===== src/rtl/cpu_core.sv =====
// Multicycle 16-bit-instruction CPU core: fetch over a request/response port,
// eight-register ISA, loads/stores over a dispatch/done data port.
module cpu_core #(
  parameter int              DATA_W   = 16,
  parameter int              ADDR_W   = 16,
  parameter int              PC_W     = 16,
  parameter logic [PC_W-1:0] RESET_PC = '0
) (
  input  logic              clk_in,
  input  logic              rst_in,
  output logic [PC_W-1:0]   pm_addr,
  output logic              pm_read_request,
  input  logic [15:0]       pm_read_data,
  input  logic              pm_read_valid,
  output logic [ADDR_W-1:0] mem_addr,
  output logic [DATA_W-1:0] mem_write_data,
  output logic              mem_dispatch_read,
  output logic              mem_dispatch_write,
  input  logic [DATA_W-1:0] mem_read_data,
  input  logic              mem_done,
  output logic              halted
);

  typedef enum logic [2:0] {S_FETCH, S_FWAIT, S_EXEC, S_MWAIT, S_HALT} state_e;

  localparam logic [3:0] OP_LDI  = 4'h1;
  localparam logic [3:0] OP_ADD  = 4'h2;
  localparam logic [3:0] OP_SUB  = 4'h3;
  localparam logic [3:0] OP_AND  = 4'h4;
  localparam logic [3:0] OP_XOR  = 4'h5;
  localparam logic [3:0] OP_LD   = 4'h6;
  localparam logic [3:0] OP_ST   = 4'h7;
  localparam logic [3:0] OP_BEQZ = 4'h8;
  localparam logic [3:0] OP_JMP  = 4'h9;
  localparam logic [3:0] OP_HALT = 4'hF;

  state_e            state_q;
  logic [PC_W-1:0]   pc_q;
  logic [15:0]       ir_q;
  logic [DATA_W-1:0] regs_q [8];
  logic              req_q;
  logic              rd_q;
  logic              wr_q;
  logic              halted_q;
  logic [ADDR_W-1:0] mem_addr_q;
  logic [DATA_W-1:0] mem_wdata_q;

  // Fields of the word arriving on the fetch port (used to launch LD/ST early)
  logic [3:0] f_op;
  logic [2:0] f_rd;
  logic [2:0] f_rs;
  assign f_op = pm_read_data[15:12];
  assign f_rd = pm_read_data[11:9];
  assign f_rs = pm_read_data[8:6];

  logic [3:0]        ex_op;
  logic [2:0]        ex_rd;
  logic [2:0]        ex_rs;
  logic [DATA_W-1:0] rd_val;
  logic [DATA_W-1:0] rs_val;
  logic [PC_W-1:0]   pc_inc;
  assign ex_op  = ir_q[15:12];
  assign ex_rd  = ir_q[11:9];
  assign ex_rs  = ir_q[8:6];
  assign rd_val = regs_q[ex_rd];
  assign rs_val = regs_q[ex_rs];
  assign pc_inc = pc_q + PC_W'(1);

  logic [DATA_W-1:0] wb_d;
  logic              wb_en_d;
  logic [PC_W-1:0]   pc_d;

  always_comb begin
    wb_d    = rd_val;
    wb_en_d = 1'b0;
    pc_d    = pc_inc;
    case (ex_op)
      OP_LDI: begin wb_d = DATA_W'(ir_q[7:0]); wb_en_d = 1'b1; end
      OP_ADD: begin wb_d = rd_val + rs_val;    wb_en_d = 1'b1; end
      OP_SUB: begin wb_d = rd_val - rs_val;    wb_en_d = 1'b1; end
      OP_AND: begin wb_d = rd_val & rs_val;    wb_en_d = 1'b1; end
      OP_XOR: begin wb_d = rd_val ^ rs_val;    wb_en_d = 1'b1; end
      OP_BEQZ: begin
        if (rd_val == '0) pc_d = pc_inc + PC_W'($signed(ir_q[7:0]));
      end
      OP_JMP: pc_d = PC_W'(ir_q[11:0]);
      default: ;
    endcase
  end

  always_ff @(posedge clk_in) begin
    if (rst_in) begin
      state_q     <= S_FETCH;
      pc_q        <= RESET_PC;
      ir_q        <= '0;
      req_q       <= 1'b0;
      rd_q        <= 1'b0;
      wr_q        <= 1'b0;
      halted_q    <= 1'b0;
      mem_addr_q  <= '0;
      mem_wdata_q <= '0;
      for (int i = 0; i < 8; i++) regs_q[i] <= '0;
    end else begin
      req_q <= 1'b0;
      rd_q  <= 1'b0;
      wr_q  <= 1'b0;
      case (state_q)
        // A FETCH entered from reset has no request armed yet, so it arms one first.
        S_FETCH: begin
          if (req_q) state_q <= S_FWAIT;
          else       req_q   <= 1'b1;
        end
        S_FWAIT: begin
          if (pm_read_valid) begin
            ir_q    <= pm_read_data;
            state_q <= S_EXEC;
            // Registered dispatch lands in EXEC, letting mem_done arrive one cycle later.
            if (f_op == OP_LD || f_op == OP_ST) begin
              mem_addr_q  <= ADDR_W'(regs_q[f_rs]);
              mem_wdata_q <= regs_q[f_rd];
              rd_q        <= (f_op == OP_LD);
              wr_q        <= (f_op == OP_ST);
            end
          end
        end
        S_EXEC: begin
          case (ex_op)
            OP_LD, OP_ST: state_q <= S_MWAIT;
            OP_HALT: begin
              state_q  <= S_HALT;
              halted_q <= 1'b1;
            end
            default: begin
              if (wb_en_d) regs_q[ex_rd] <= wb_d;
              pc_q    <= pc_d;
              req_q   <= 1'b1;
              state_q <= S_FETCH;
            end
          endcase
        end
        S_MWAIT: begin
          if (mem_done) begin
            if (ex_op == OP_LD) regs_q[ex_rd] <= mem_read_data;
            pc_q    <= pc_inc;
            req_q   <= 1'b1;
            state_q <= S_FETCH;
          end
        end
        S_HALT: ;
        default: state_q <= S_FETCH;
      endcase
    end
  end

  assign pm_addr            = pc_q;
  assign pm_read_request    = req_q;
  assign mem_addr           = mem_addr_q;
  assign mem_write_data     = mem_wdata_q;
  assign mem_dispatch_read  = rd_q;
  assign mem_dispatch_write = wr_q;
  assign halted             = halted_q;

endmodule


===== config.mk =====
export PLATFORM = sky130hd
export DESIGN_NAME = cpu_core
export DESIGN_NICKNAME = d
export VERILOG_FILES = /design/src/rtl/cpu_core.sv
export SDC_FILE = /design/constraint.sdc
export NUM_CORES = 1
export LEC_CHECK = 0
export CORE_MARGIN = 2
export CORE_UTILIZATION = 45
export CTS_BUF_LIST = sky130_fd_sc_hd__clkbuf_4 sky130_fd_sc_hd__clkbuf_8
export DETAILED_ROUTE_END_ITERATION = 8
export SETUP_SLACK_MARGIN = 0.2
export SYNTH_ARGS = -nofsm -noshare
export SYNTH_HDL_FRONTEND = slang
export SYNTH_SLANG_ARGS = --single-unit

===== constraint.sdc =====
create_clock -name clk_in -period 7.67 [get_ports clk_in]
set_input_delay 1.9175 -clock clk_in [delete_from_list [all_inputs] [get_ports clk_in]]
set_output_delay 1.9175 -clock clk_in [all_outputs]
set_load 0.005 [all_outputs]

Yosys cells after proc, flatten, opt, wreduce, memory -nomap -nowiden. Memories as Yosys holds them, arrays and structs flattened. A register that Yosys moved wholly into a read port is not among the register bits. Cells that the tools add are included.

Register bits after elaboration: 39. Logic and storage cells: 89. Memories kept: 1. Bits in writable memories: 128. Output and inout bits: 52. Input port bits: 36.

Memory list: regs_q (depth 8, bits a word 16, read ports 4, clocked after memory_dff 4, wr ports 8, line 40) `logic [DATA_W-1:0] regs_q [8];`.

Muxes and demuxes: 36. Bitwise gates (word level): 7. Reductions and logical operators: 14. Add/sub/neg operators: 4. Equality and inequality tests: 20.

Operators with widths (number): $mux W16 (5); $pmux W16 S5 (1); $pmux W16 S2 (2); $add A16 B16 Y16 (2); $eq A4 B3 Y1 const B (6); $mux W3 (8); $mux W1 (17); $add A16 B1 Y16 const B (1); $and A16 B16 Y16 (1); $logic_not A16 Y1 (1); $reduce_or A16 Y1 (1); $sub A16 B16 Y16 (1); $xor A16 B16 Y16 (1); $pmux W3 S5 (1); $eq A4 B4 Y1 const B (3); $eq A4 B2 Y1 const B (2); $ne A2 B2 Y1 const B (4); $eq A3 B2 Y1 const B (2); $pmux W3 S2 (1); $reduce_and A3 Y1 (2); $reduce_or A5 Y1 (1); $eq A4 B1 Y1 const B (1); $not A1 Y1 (4); $reduce_and A2 Y1 (2); other kinds (11) (11).

Longest topological paths before layout.
Depth after elaboration: 11. Mapped depth: 17. Mapped depth without buffers: 15.

Least setup slack after synthesis. OpenSTA, ideal clock, no wires.

Path kind: register to register. From: register (tool-made name). To: memory regs_q[0][13], data pin. Data required time: 7.387 ns. Setup time: 0.283 ns. Path slack: 3.194 ns. Cell stages (with the launch flop): 16. Path buffers: 2. Clock period less this slack: 4.476 ns. Arrival: 4.193 ns. Path through: dfxtp_1 > buf_2 > buf_2 > mux4_2 > mux2i_1 > o211a_1 > a21oi_1 > xnor2_1 > ha_1 > or2_2 > a21oi_1 > a211oi_1 > o41ai_1 > mux2i_1 > a221oi_1 > nor2_1.

RTL lines (line): to (decl) (40).

==> summary.txt <==
Pwr
  • Clock power share: 31.3%
  • Net Switching: 1350 µW
  • Max IR drop VDD: 0.000126 V
  • Seq pwr share: 35.7%
  • Comb power frac: 33.0%
  • Int Power: 2410 µW
  • Static leakage: 0.00577 µW
  • PwrDens: 230 nW/µm²
  • Net Sw Frac: 35.9%

Final layout
  • Area growth, synth to finish: 13.6%
  • Share of post-route cells with drive strength above 1: 16.5%
  • Antenna cells: 0
  • Nets@finish: 1,483

Clock tree
  • Clk slew on worst S/H paths: 0.05 ns
  • Worst-Skew Late Latency: 0.57 ns
  • Htree depth: 2
  • Post-CTS Resized: 0
  • Post-CTS setup buffers: 0
  • TritonCTS clock tree: yes
  • Clk sinks: 205
  • Clock Root Buffer: clkbuf_8
  • TritonCTS buffer count: 39
  • Clk buf depth: 3
  • Hold-fix buffers at CTS: 0

Worst setup path
  • Crit path kind: primary input to flop
  • Critical Path RT: 7.82 ns
  • Max FO, Critical Path: 17
  • Worst setup SP type: primary input
  • CP Capture Type: flop
  • Worst EP arrival: 6.09 ns

Place
  • Number of port buffers: 87
  • GPL Wtd Cong: 0.905
  • HPWL after DPL: 33,100 µm

Job
  • Max-Cap Viols: 0

Floorplan
  • Die width: 183 µm
  • Core footprint: 31,600 µm²
  • IO Pins: 88
  • Initial core utilization: 45.6%
  • Site Rows: 65
  • Chip Height: 183 µm
  • Area of the die: 33,400 µm²

Worst hold path
  • Min-Delay Path Class: flop to flop

Route
  • Starting DRT DRC Count: 1,358
  • Wire per inst: 26.0 µm
  • TritonRoute pass-1 iters: 5
  • Post-Route WL: 47,600 µm
  • Met3 WL: 5430 µm
  • DRC: 0
  • Vias: 12,000
  • DR vias/cell: 6.54
  • Top sig layer: met4
  • Met2 wire length: 20,800 µm
  • Metal-1 WL: 20,300 µm
  • Routed Antenna Nets: 0

Synth
  • Share of the synthesized area in the top cell type: 26.7%
  • Mapped Area: 14,400 µm²
  • Unique masters post-synth: 78
  • Complex-gate fraction of the synthesized area: 12.2%
  • Post-Synth Adder-Cell Area: 4.54%
  • Syn nets: 1,426
  • Post-synthesis register bit count: 205
  • Post-synth EDFFs: 128
  • Main combinational cell family by area after synthesis: multiplexers
  • Syn Area/Cell: 10.7 µm²
  • Top cells by area, synth: edfxtp_1, mux4_2, dfxtp_1
  • Synthesized instance count: 1,339
  • Post-Synth Simple-Gate Area: 12.9%
  • Xor/xnor share of the synthesized area: 2.80%
  • Synth async-reset ratio: 0%
  • Sequential-to-total area share from yosys stat: 37.4%
  • Synth area leader: edfxtp_1
  • Synth Flop Type: edfxtp_1
  • Post-synthesis mux area share: 26.0%
  • Synth warn: 0

STA
  • Max Slew Vio Count: 0
  • Worst hold margin: 0.443 ns
  • Clock Skew: 0.0309 ns
  • Slew headroom: 10.8%
  • Worst-Margin Slew: 1.34 ns
  • Final setup fails: 0
  • FMAX: 168 MHz
  • RSZ-0062 raised after global routing: false
  • Sum Neg Setup Slack: 0 ns
  • Tcrit/Tclk final: 77.4%
  • Crit path time final: 5.94 ns
  • Final hold violations: 0

Global routing
  • Antenna violations before repair: 0
  • GRT Total Usage: 28.5%
  • First-pass GRT wire length: 72,100 µm
  • Vias in the first global route: 11,400
  • Largest net degree at the start of global routing: 67
  • GR Overflow Total: 0

Status
  • Outcome: finished, final reports clean
-- routing by layer --
layer	track usage [%]	vias to the layer above
met5	0	-
met4	7.90	0
met3	7.43	78
met2	42.5	659
met1	41.3	5985
li1	-	5238
-- cell usage after synthesis, types with 6 or more instances --
master    count
and3_1       14
a211oi_1     45
nand3_1      28
a221oi_1      7
o21a_1        7
a311oi_1      7
clkbuf_1     69
xor2_1       10
nor2b_1       9
mux4_2      122
a21o_1       10
xnor2_1      36
buf_1         6
a21oi_1      89
nand2_1      89
edfxtp_1    128
nor2_1      200
o31ai_1       6
ha_1         49
nand2b_1     14
buf_2         7
a31oi_1       7
dfxtp_1      77
mux2_2        6
o21ai_1      22
inv_1        44
nor3_1       20
o21ai_0      16
mux2i_1      91
-- final cells by class --
cell class	instances	area [µm²]
Clock inverter	18	169
Clock buffer	54	662
Tap cell	402	503
Fill cell	2831	15200
Timing Repair Buffer	108	1020
Inverter	49	186
Sequential cell	205	5390
Multi-Input combinational cell	993	8420
-- power groups by stage --
stage | clock, µW | combinational [µW] | sequential (µW)
final | 1180 | 1240 | 1340
after global routing | 1240 | 1350 | 1350
after detailed placement | 0 | 1220 | 1360
after CTS | 1190 | 1220 | 1340
after global placement | 0 | 1200 | 1360
after floorplan | 0 | 880 | 1310
-- metrics by stage --
| step | utilization (%) | cells | instance area [µm²] | setup slack, ns | power, µW |
|---|---|---|---|---|---|
| floorplan | - | 1339 | 14400 | 3.19 | 2190 |
| global placement | 49.2 | 1757 | 15500 | 1.33 | 2560 |
| detailed placement | 49.2 | 1757 | 15500 | 1.29 | 2580 |
| CTS | 51.8 | 1829 | 16300 | 1.88 | 3760 |
| global route | 51.8 | 1829 | 16300 | 1.56 | 3940 |
| finish | 51.8 | 1829 | 16300 | 1.73 | 3760 |
-- final timing paths --
kind	start	end	slack, ns	depth (start not counted)
max reg2reg	flop	regs_q[0][11]$_SDFFCE_PN0P_	1.97	15
min reg2reg	halted$_SDFFE_PP0P_	halted$_SDFFE_PP0P_	0.44	2
min	halted$_SDFFE_PP0P_	halted$_SDFFE_PP0P_	0.44	2
max	mem_done	regs_q[1][0]$_SDFFCE_PN0P_	1.73	7
-- logic make-up after synthesis --
family / count (synthesis)
simple gates: 411
compound gates: 265
mux: 220
flops: 205
buf+inv: 141
fa+ha+maj: 51
xor+xnor: 46
-- registers in the layout, indices dropped and copies added (netlist names), 3 cells and up, named ones only --
| register | cells |
|---|---|
| state_q | 3 |
| pm_addr | 16 |
| ir_q | 16 |
| regs_q | 128 |
| mem_addr | 16 |
| mem_write_data | 16 |
-- critical path, stage by stage --
cell	delay, ns
clkdlybuf4s50_1	0.60
nor4b_1	0.23
and3_1	0.81
a21oi_1	0.28
nor2b_1	0.35
nand2_1	0.66
nand2b_1	1.24
-- layout by cell type, fill, tap and decap left out, types with 10 or more instances in the layout --
cell type / Yosys / final
ha_1: 49 / 49
a21o_1: 10 / 10
nand2_1: 89 / 89
mux2i_1: 91 / 90
nor2_1: 200 / 200
o21ai_0: 16 / 16
clkinv_1: 1 / 12
buf_4: 5 / 22
clkbuf_4: 0 / 13
nand3_1: 28 / 28
clkdlybuf4s50_1: 0 / 84
a21oi_1: 89 / 89
inv_1: 44 / 44
xnor2_1: 36 / 36
clkbuf_8: 0 / 41
xor2_1: 10 / 10
dfxtp_1: 77 / 74
edfxtp_1: 128 / 128
and3_1: 14 / 14
o21ai_1: 22 / 22
nor3_1: 20 / 19
mux4_2: 122 / 122
nand2b_1: 14 / 14
a211oi_1: 45 / 45
No activity file was read; power rests on OpenSTA's default activity.
